==> config.mk <==
export PLATFORM = sky130hd
export DESIGN_NAME = if_id_queue
export DESIGN_NICKNAME = d
export VERILOG_FILES = /design/src/rtl/if_id_queue.sv
export SDC_FILE = /design/constraint.sdc
export NUM_CORES = 1
export LEC_CHECK = 0
export CORE_ASPECT_RATIO = 0.8
export CORE_MARGIN = 8
export CORE_UTILIZATION = 43
export CTS_BUF_LIST = sky130_fd_sc_hd__clkbuf_4 sky130_fd_sc_hd__clkbuf_8
export DETAILED_ROUTE_END_ITERATION = 8
export GPL_ROUTABILITY_DRIVEN = 1
export GPL_TIMING_DRIVEN = 1
export PLACE_DENSITY_LB_ADDON = 0.25
export RECOVER_POWER = 100
export SLEW_MARGIN = 25
export SYNTH_ARGS = -nofsm -noshare
export SYNTH_HDL_FRONTEND = slang
export SYNTH_SLANG_ARGS = --single-unit
==> constraint.sdc <==
create_clock -name clk -period 10.3 [get_ports clk]
set_input_delay 1.545 -clock clk [delete_from_list [all_inputs] [get_ports clk]]
set_output_delay 1.545 -clock clk [all_outputs]
set_load 0.01 [all_outputs]
==> src/rtl/if_id_queue.sv <==
// ---------------------------------------------------------------------------
// if_id_queue
//   Registered instruction queue between instruction fetch (IF) and decode
//   (ID). Captures {pc, instr} pairs from IF and presents the oldest one to
//   ID with a valid flag. The PC write-enable for IF comes from queue
//   occupancy only, so an ID stall never reaches the fetch path
//   combinationally. With DEPTH=2 and no stalls it acts as a plain one-cycle
//   IF/ID register.
//
// Parameters
//   DEPTH       number of entries (power of two, >= 2)
//   AW          pointer width, log2(DEPTH)
//
// Ports
//   clk         clock, all state updates on the rising edge
//   reset       synchronous active-high reset, empties the queue
//   pcValue_IF  PC of the instruction fetched this cycle
//   Instr_IF    instruction fetched this cycle
//   flush       discard every buffered entry and this cycle's fetch
//   stall_ID    ID cannot accept the head entry this cycle
//   WE_IF       PC write-enable to IF, high while the queue is not full
//   valid_ID    head entry valid
//   pcValue_ID  PC of the head entry, 0 when not valid
//   Instr_ID    instruction of the head entry, 0 (nop) when not valid
//   count       current occupancy, 0..DEPTH
// ---------------------------------------------------------------------------
module if_id_queue #(
  parameter int DEPTH = 2,
  parameter int AW    = 1
) (
  input  logic          clk,
  input  logic          reset,
  input  logic [31:0]   pcValue_IF,
  input  logic [31:0]   Instr_IF,
  input  logic          flush,
  input  logic          stall_ID,
  output logic          WE_IF,
  output logic          valid_ID,
  output logic [31:0]   pcValue_ID,
  output logic [31:0]   Instr_ID,
  output logic [AW:0]   count
);

  localparam logic [AW:0] FullCount = (AW + 1)'(DEPTH);

  logic [63:0]   entries [DEPTH];
  logic [AW-1:0] rdPtr;
  logic [AW-1:0] wrPtr;
  logic          enq;
  logic          deq;
  logic [63:0]   headEntry;

  // Full blocks the PC update; reset also blocks it so nothing is written
  // into a queue that is being cleared.
  assign WE_IF    = (count != FullCount) && !reset;
  assign valid_ID = (count != '0);

  // A fetch presented in a flush cycle is wrong-path and is never stored.
  assign enq = WE_IF && !flush;
  assign deq = valid_ID && !stall_ID && !flush;

  assign headEntry = entries[rdPtr];

  // NOTE: every output of a combinational block is given a value on every
  // path (default first), otherwise synthesis infers a latch.
  always_comb begin
    pcValue_ID = '0;
    Instr_ID   = '0;
    if (valid_ID) begin
      pcValue_ID = headEntry[63:32];
      Instr_ID   = headEntry[31:0];
    end
  end

  // Pointers wrap naturally at AW bits; count carries the extra bit that
  // tells full from empty when the pointers are equal.
  // NOTE: sequential state is assigned with non-blocking (<=) so every
  // register samples the pre-edge values of the others.
  always_ff @(posedge clk) begin
    if (reset) begin
      rdPtr <= '0;
      wrPtr <= '0;
      count <= '0;
    end else if (flush) begin
      rdPtr <= '0;
      wrPtr <= '0;
      count <= '0;
    end else begin
      if (enq) wrPtr <= wrPtr + 1'b1;
      if (deq) rdPtr <= rdPtr + 1'b1;
      count <= count + (AW + 1)'(enq) - (AW + 1)'(deq);
    end
  end

  // NOTE: the storage array is deliberately not reset; stale contents are
  // never visible because the outputs are masked by valid_ID.
  always_ff @(posedge clk) begin
    if (enq) entries[wrPtr] <= {pcValue_IF, Instr_IF};
  end

endmodule
=== Word-level counts from Yosys, hierarchy flattened ===
Memories as Yosys holds them, arrays and structs flattened. A register that Yosys moved wholly into a read port is not among the register bits.
Index checks and enable logic that the tools add are counted.

* Output and inout bits: 68
* Memory bits (writable): 128
* Word-level logic and storage cells: 24
* Memories kept: 1
* Flip-flop bits (word level): 4

* Add/subtract/negate cells: 4
* Reduce and logical (&&, ||, !) cells: 9
* Mux-type cells: 6
* Equal/unequal tests: 1

{| class="wikitable"
|+ Memories
! name !! words !! bits a word !! rd ports !! clocked after Yosys merged registers in !! wr ports !! RTL line !! RTL
|-
| entries || 2 || 64 || 1 || 1 || 1 || 46 || <nowiki>logic [63:0] entries [DEPTH];</nowiki>
|}

{| class="wikitable"
|+ Operators by type and width
! cell !! count
|-
| 2-to-1 mux 32 bit || 2
|-
| logical AND 1 bit || 4
|-
| 2-to-1 mux 1 bit || 4
|-
| logical NOT 1 bit || 3
|-
| adder 1 bit, second input constant || 2
|-
| adder 2 x 1 -> 2 bit || 1
|-
| inequality test 2 bit, second input constant || 1
|-
| nonzero test 2 bit || 1
|-
| OR reduction 2 bit || 1
|-
| subtractor 2 x 1 -> 2 bit || 1
|}

=== Longest topological paths before layout ===
* Word-level depth: 5
* Mapped depth: 9

=== Worst setup path before layout ===
Ideal clock, no wire load.

* Kind: in2reg
* From: input port flush
* To: memory entries[0][0], enable pin
* Data required time: 9.814 ns
* Path buffers: 0
* Stages: 3
* Arrival time: 4.520 ns
* Setup time: 0.486 ns
* Slack: 5.294 ns
* Path through: nor2_1 > nand2_1 > nor2_1

* Cells in the longest elaborated chain, start to end: 4

{| class="wikitable"
|+ Ends and longest elaborated chain
! what !! RTL line !! RTL
|-
| start: declaration || 35 || <nowiki>input logic flush,</nowiki>
|-
| logical NOT 1 bit || 59 || <nowiki>assign enq = WE_IF && !flush;</nowiki>
|-
| logical AND 1 bit || 59 ||
|-
| 2-to-1 mux 1 bit || 98 || <nowiki>if (enq) entries[wrPtr] <= {pcValue_IF, Instr_IF};</nowiki>
|-
| 2-to-1 mux 1 bit (not written as such) || 98 ||
|-
| end: declaration || 46 ||
|}

No other way between the ends.

=== Worst setup path in the final report ===
* From: register count[1]
* To: output port Instr_ID[15]

* Cells in the longest elaborated chain, start to end: 2

{| class="wikitable"
|+ Ends and longest elaborated chain
! what !! RTL line !! RTL
|-
| start: declaration || 41 || <nowiki>output logic [AW:0] count</nowiki>
|-
| start signal: assignment || 91 || <nowiki>count <= count + (AW + 1)'(enq) - (AW + 1)'(deq);</nowiki>
|-
| nonzero test 2 bit || 56 || <nowiki>assign valid_ID = (count != '0);</nowiki>
|-
| 2-to-1 mux 32 bit || 69 || <nowiki>if (valid_ID) begin</nowiki>
|-
| end: declaration || 40 || <nowiki>output logic [31:0] Instr_ID,</nowiki>
|}

No other way between the ends.

==> metrics.yaml <==
sta:
  timing_worst_slew_pin_value_ps: 3645
  timing.final.setup_violations: 0
  hold_violations: 0
  timing_limited_maximum_frequency_mhz: 166.8
  finalCriticalPeriod_ps: 5997
  relSlewSlack_pct: -143.0
  post-route-worst-setup-slack_ps: 4303
  fin_skew_ps: 12.63
  min_period_over_period_pct: 58.22
  number_of_slew_limit_violations_in_the_final_report: 183
  unrepaired_setup_endpoints_after_global_routing: "false"
  final_total_negative_setup_slack_ps: 0
global_route:
  antenna_found_initial: 2
  grt_most_used_layer: "met2"
  grt_pass1_vias: 3212
  grt.met2_usage_pct: 21.81
  globalRoute.totalOverflow: 0
  overall_global_routing_resource_usage_pct: 14.32
  grt_pass1_wl_mm: 16.77
  global_route_met3_utilization_pct: 6.422
  globalRouteMet1Util_pct: 17.21
  grt_start_max_net_pins: 65
synth:
  synth_area_per_cell_um2: 17.13
  mappedNetlistArea_um2: 5086
  synth_nets: 367
  yosysUniqueCellTypes: 21
  post_synth_inst_count: 297
  postSynthRegisterBits: 133
  synth-seq-area-share_pct: 77.54
  yosysWarnings: 0
critical_path:
  crit_path_frequent_cell: "sky130_fd_sc_hd__nor2_1"
  endpoint_kind: "primary output"
  critical-path-max-stage-delay_ps: 1680
  critical_path_class: "flip-flop to primary output"
  critPathArrivalTime_ps: 4450
  startpoint_type: "flip-flop"
  path_delay_family: "buffers and inverters"
  cp.required_ps: 8760
  cp_cell_sequence: "nor2_1 -> clkbuf_1 -> nor2_1 -> dlygate4sd3_1"
  timing.critical_path.slowest_stage_cell: "sky130_fd_sc_hd__clkbuf_1"
  crit_fanout: 50
  timing.critical_path.buf_inv: 2
job:
  drv.max_cap_violation_count: 4
clock_network:
  cts.sinks: 133
  clock_tree.buffer_depth: 2
  htree_num_levels: 4
  cts_tree: "done"
  clkSlewWorstSetupHoldPaths_ps: 70
  post_cts.repair.setup_buffers: 0
  worst_skew_pair.late_latency_ps: 430
  holdBufCountCts: 0
  cts_made_buffers: 17
  ctsRootBufferMaster: "sky130_fd_sc_hd__clkbuf_8"
  post_cts.resized_instances: 0
cells_and_area:
  area_delta_synth_final_pct: 37.24
  count_of_non_filler_cells_in_the_finished_layout: 603
  nets: 511
  layout-drive-gt1-share_pct: 7.709
place:
  dp_hpwl_mm: 6.855
  placement.setup.worst_slack_ps: 5997
  place.detailed.instances: 570
  place.gp.congestion: 0.7142
  portBuffers: 135
floorplan:
  core.rowCount: 35
  pin_count: 136
  die_area_um2: 15590
  floorplan.core_area_um2: 11520
  die_height_um: 113.3
  die_w_um: 137.6
  initial_utilization_pct: 44.16
routing:
  dr.first_iter.drc_count: 187
  post-route-drc-count: 0
  vias_per_cell: 4.859
  routed_wirelength_mm: 10.58
  post_drt_wl_per_cell_um: 17.55
  antenna_violating_nets_post_route: 0
  dr.pass1.iters: 7
  route.vias.total: 2930
outcome:
  outcome: "finished, violations left"
  failed_checks: "capacitance limit, slew limit"
min_path:
  min_path_type: "flip-flop to flip-flop"
power:
  power_per_cell_area_nw_per_um2: 167.0
  static-leakage-power_nw: 2.451
  worst_ir_drop_vdd_uv: 168.1
  total_power_mw: 1.166
==> synthesized netlist by cell type <==
cell type                  number  area (um2)
sky130_fd_sc_hd__nor3_1         2       10.01
sky130_fd_sc_hd__nor2_1        66       247.7
sky130_fd_sc_hd__or3_1          1       6.260
sky130_fd_sc_hd__buf_2          1       5.000
sky130_fd_sc_hd__mux2i_1       64       640.6
sky130_fd_sc_hd__nand2_1        1       3.750
sky130_fd_sc_hd__o21ai_0        1       5.000
sky130_fd_sc_hd__clkbuf_1       2       7.510
sky130_fd_sc_hd__buf_6          6       67.56
sky130_fd_sc_hd__and3_1         1       6.260
sky130_fd_sc_hd__dfxtp_1        5       100.1
sky130_fd_sc_hd__xnor2_1        3       26.28
sky130_fd_sc_hd__and2_1         2       12.51
sky130_fd_sc_hd__nand2b_1       1       6.260
sky130_fd_sc_hd__edfxtp_1     128        3844
sky130_fd_sc_hd__nor2b_1        1       6.260
sky130_fd_sc_hd__a21boi_1       2       15.01
sky130_fd_sc_hd__ha_1           2       25.02
sky130_fd_sc_hd__buf_4          5       37.54
sky130_fd_sc_hd__inv_1          2       7.510
sky130_fd_sc_hd__nor2_2         1       6.260
==> per-layer routing <==
| layer | vias to the layer above | routed length, um |
|---|---|---|
| met3 | 13 | 1059 |
| met1 | 1408 | 4505 |
| met2 | 107 | 4864 |
| li1 | 1398 | - |
| met4 | 4 | 133 |
| met5 | - | 18 |
==> worst paths after layout <==
path / start / end / slack, ps / cells after the start
worst max-delay path: count[1] / Instr_ID[15] / 4300 / 4
worst min-delay path: rdPtr / flip-flop / 510 / 2
worst max register to register: count[0] / entries[0][6] / 6430 / 4
worst min register to register: rdPtr / flip-flop / 510 / 2
==> report_power, final <==
part / internal [mW] / switching [mW]
registers: 0.613 / 0.00418
clock network: 0.276 / 0.197
logic: 0.0380 / 0.0372
==> cell type report <==
type / instances / area (um2)
fillers: 895 / 4537
flip-flops and latches: 133 / 3948
repair buffers: 139 / 1374
multi-input cells: 148 / 1022
clock buffers: 20 / 262.8
well taps: 148 / 185.2
clock inverters: 12 / 178.9
inverters: 2 / 7.507
diodes: 1 / 2.502
==> worst min-delay path, delay by kind of cell (launching register included) <==
family	cells	cell delay, ps
AOI/OAI and AO/OA	2	160
DFF	1	310
==> flip-flops by register name, summed over array words and instances (netlist names), named ones only <==
| name | count |
|---|---|
| entries | 128 |
| count | 2 |
| rdPtr | 1 |
| wrPtr | 1 |
==> through the flow <==
stage	util, %	cell area [um2]	hold WS [ps]
2_1_floorplan	-	5086	478.0
3_3_place_gp	56.89	6553	480.8
3_5_place_dp	56.93	6556	500.4
4_1_cts	60.76	6998	516.7
5_1_grt	60.59	6978	546.2
6_report	60.61	6980	511.5
==> cells by family (layout without fill, tap and decap cells) <==
| group | Yosys count | count (layout) | synth area share (%) |
|---|---|---|---|
| fa+ha+maj | 2 | 2 | 0.4919 |
| simple gates | 76 | 76 | 6.003 |
| xor+xnor | 3 | 3 | 0.5167 |
| compound gates | 3 | 3 | 0.3934 |
| buf+inv | 16 | 173 | 2.460 |
| mux | 64 | 64 | 12.60 |
| flops | 133 | 133 | 77.54 |
| other cells | 0 | 1 | 0 |
==> cells in the final DEF (no fill, tap or decap), types with 4 or more instances in the layout <==
cell / n
sky130_fd_sc_hd__clkbuf_8: 18
sky130_fd_sc_hd__dfxtp_1: 4
sky130_fd_sc_hd__nor2_1: 66
sky130_fd_sc_hd__clkdlybuf4s50_1: 5
sky130_fd_sc_hd__dlygate4sd3_1: 130
sky130_fd_sc_hd__edfxtp_1: 128
sky130_fd_sc_hd__bufinv_16: 4
sky130_fd_sc_hd__mux2i_1: 64
Power figures use the tool's default switching activity.
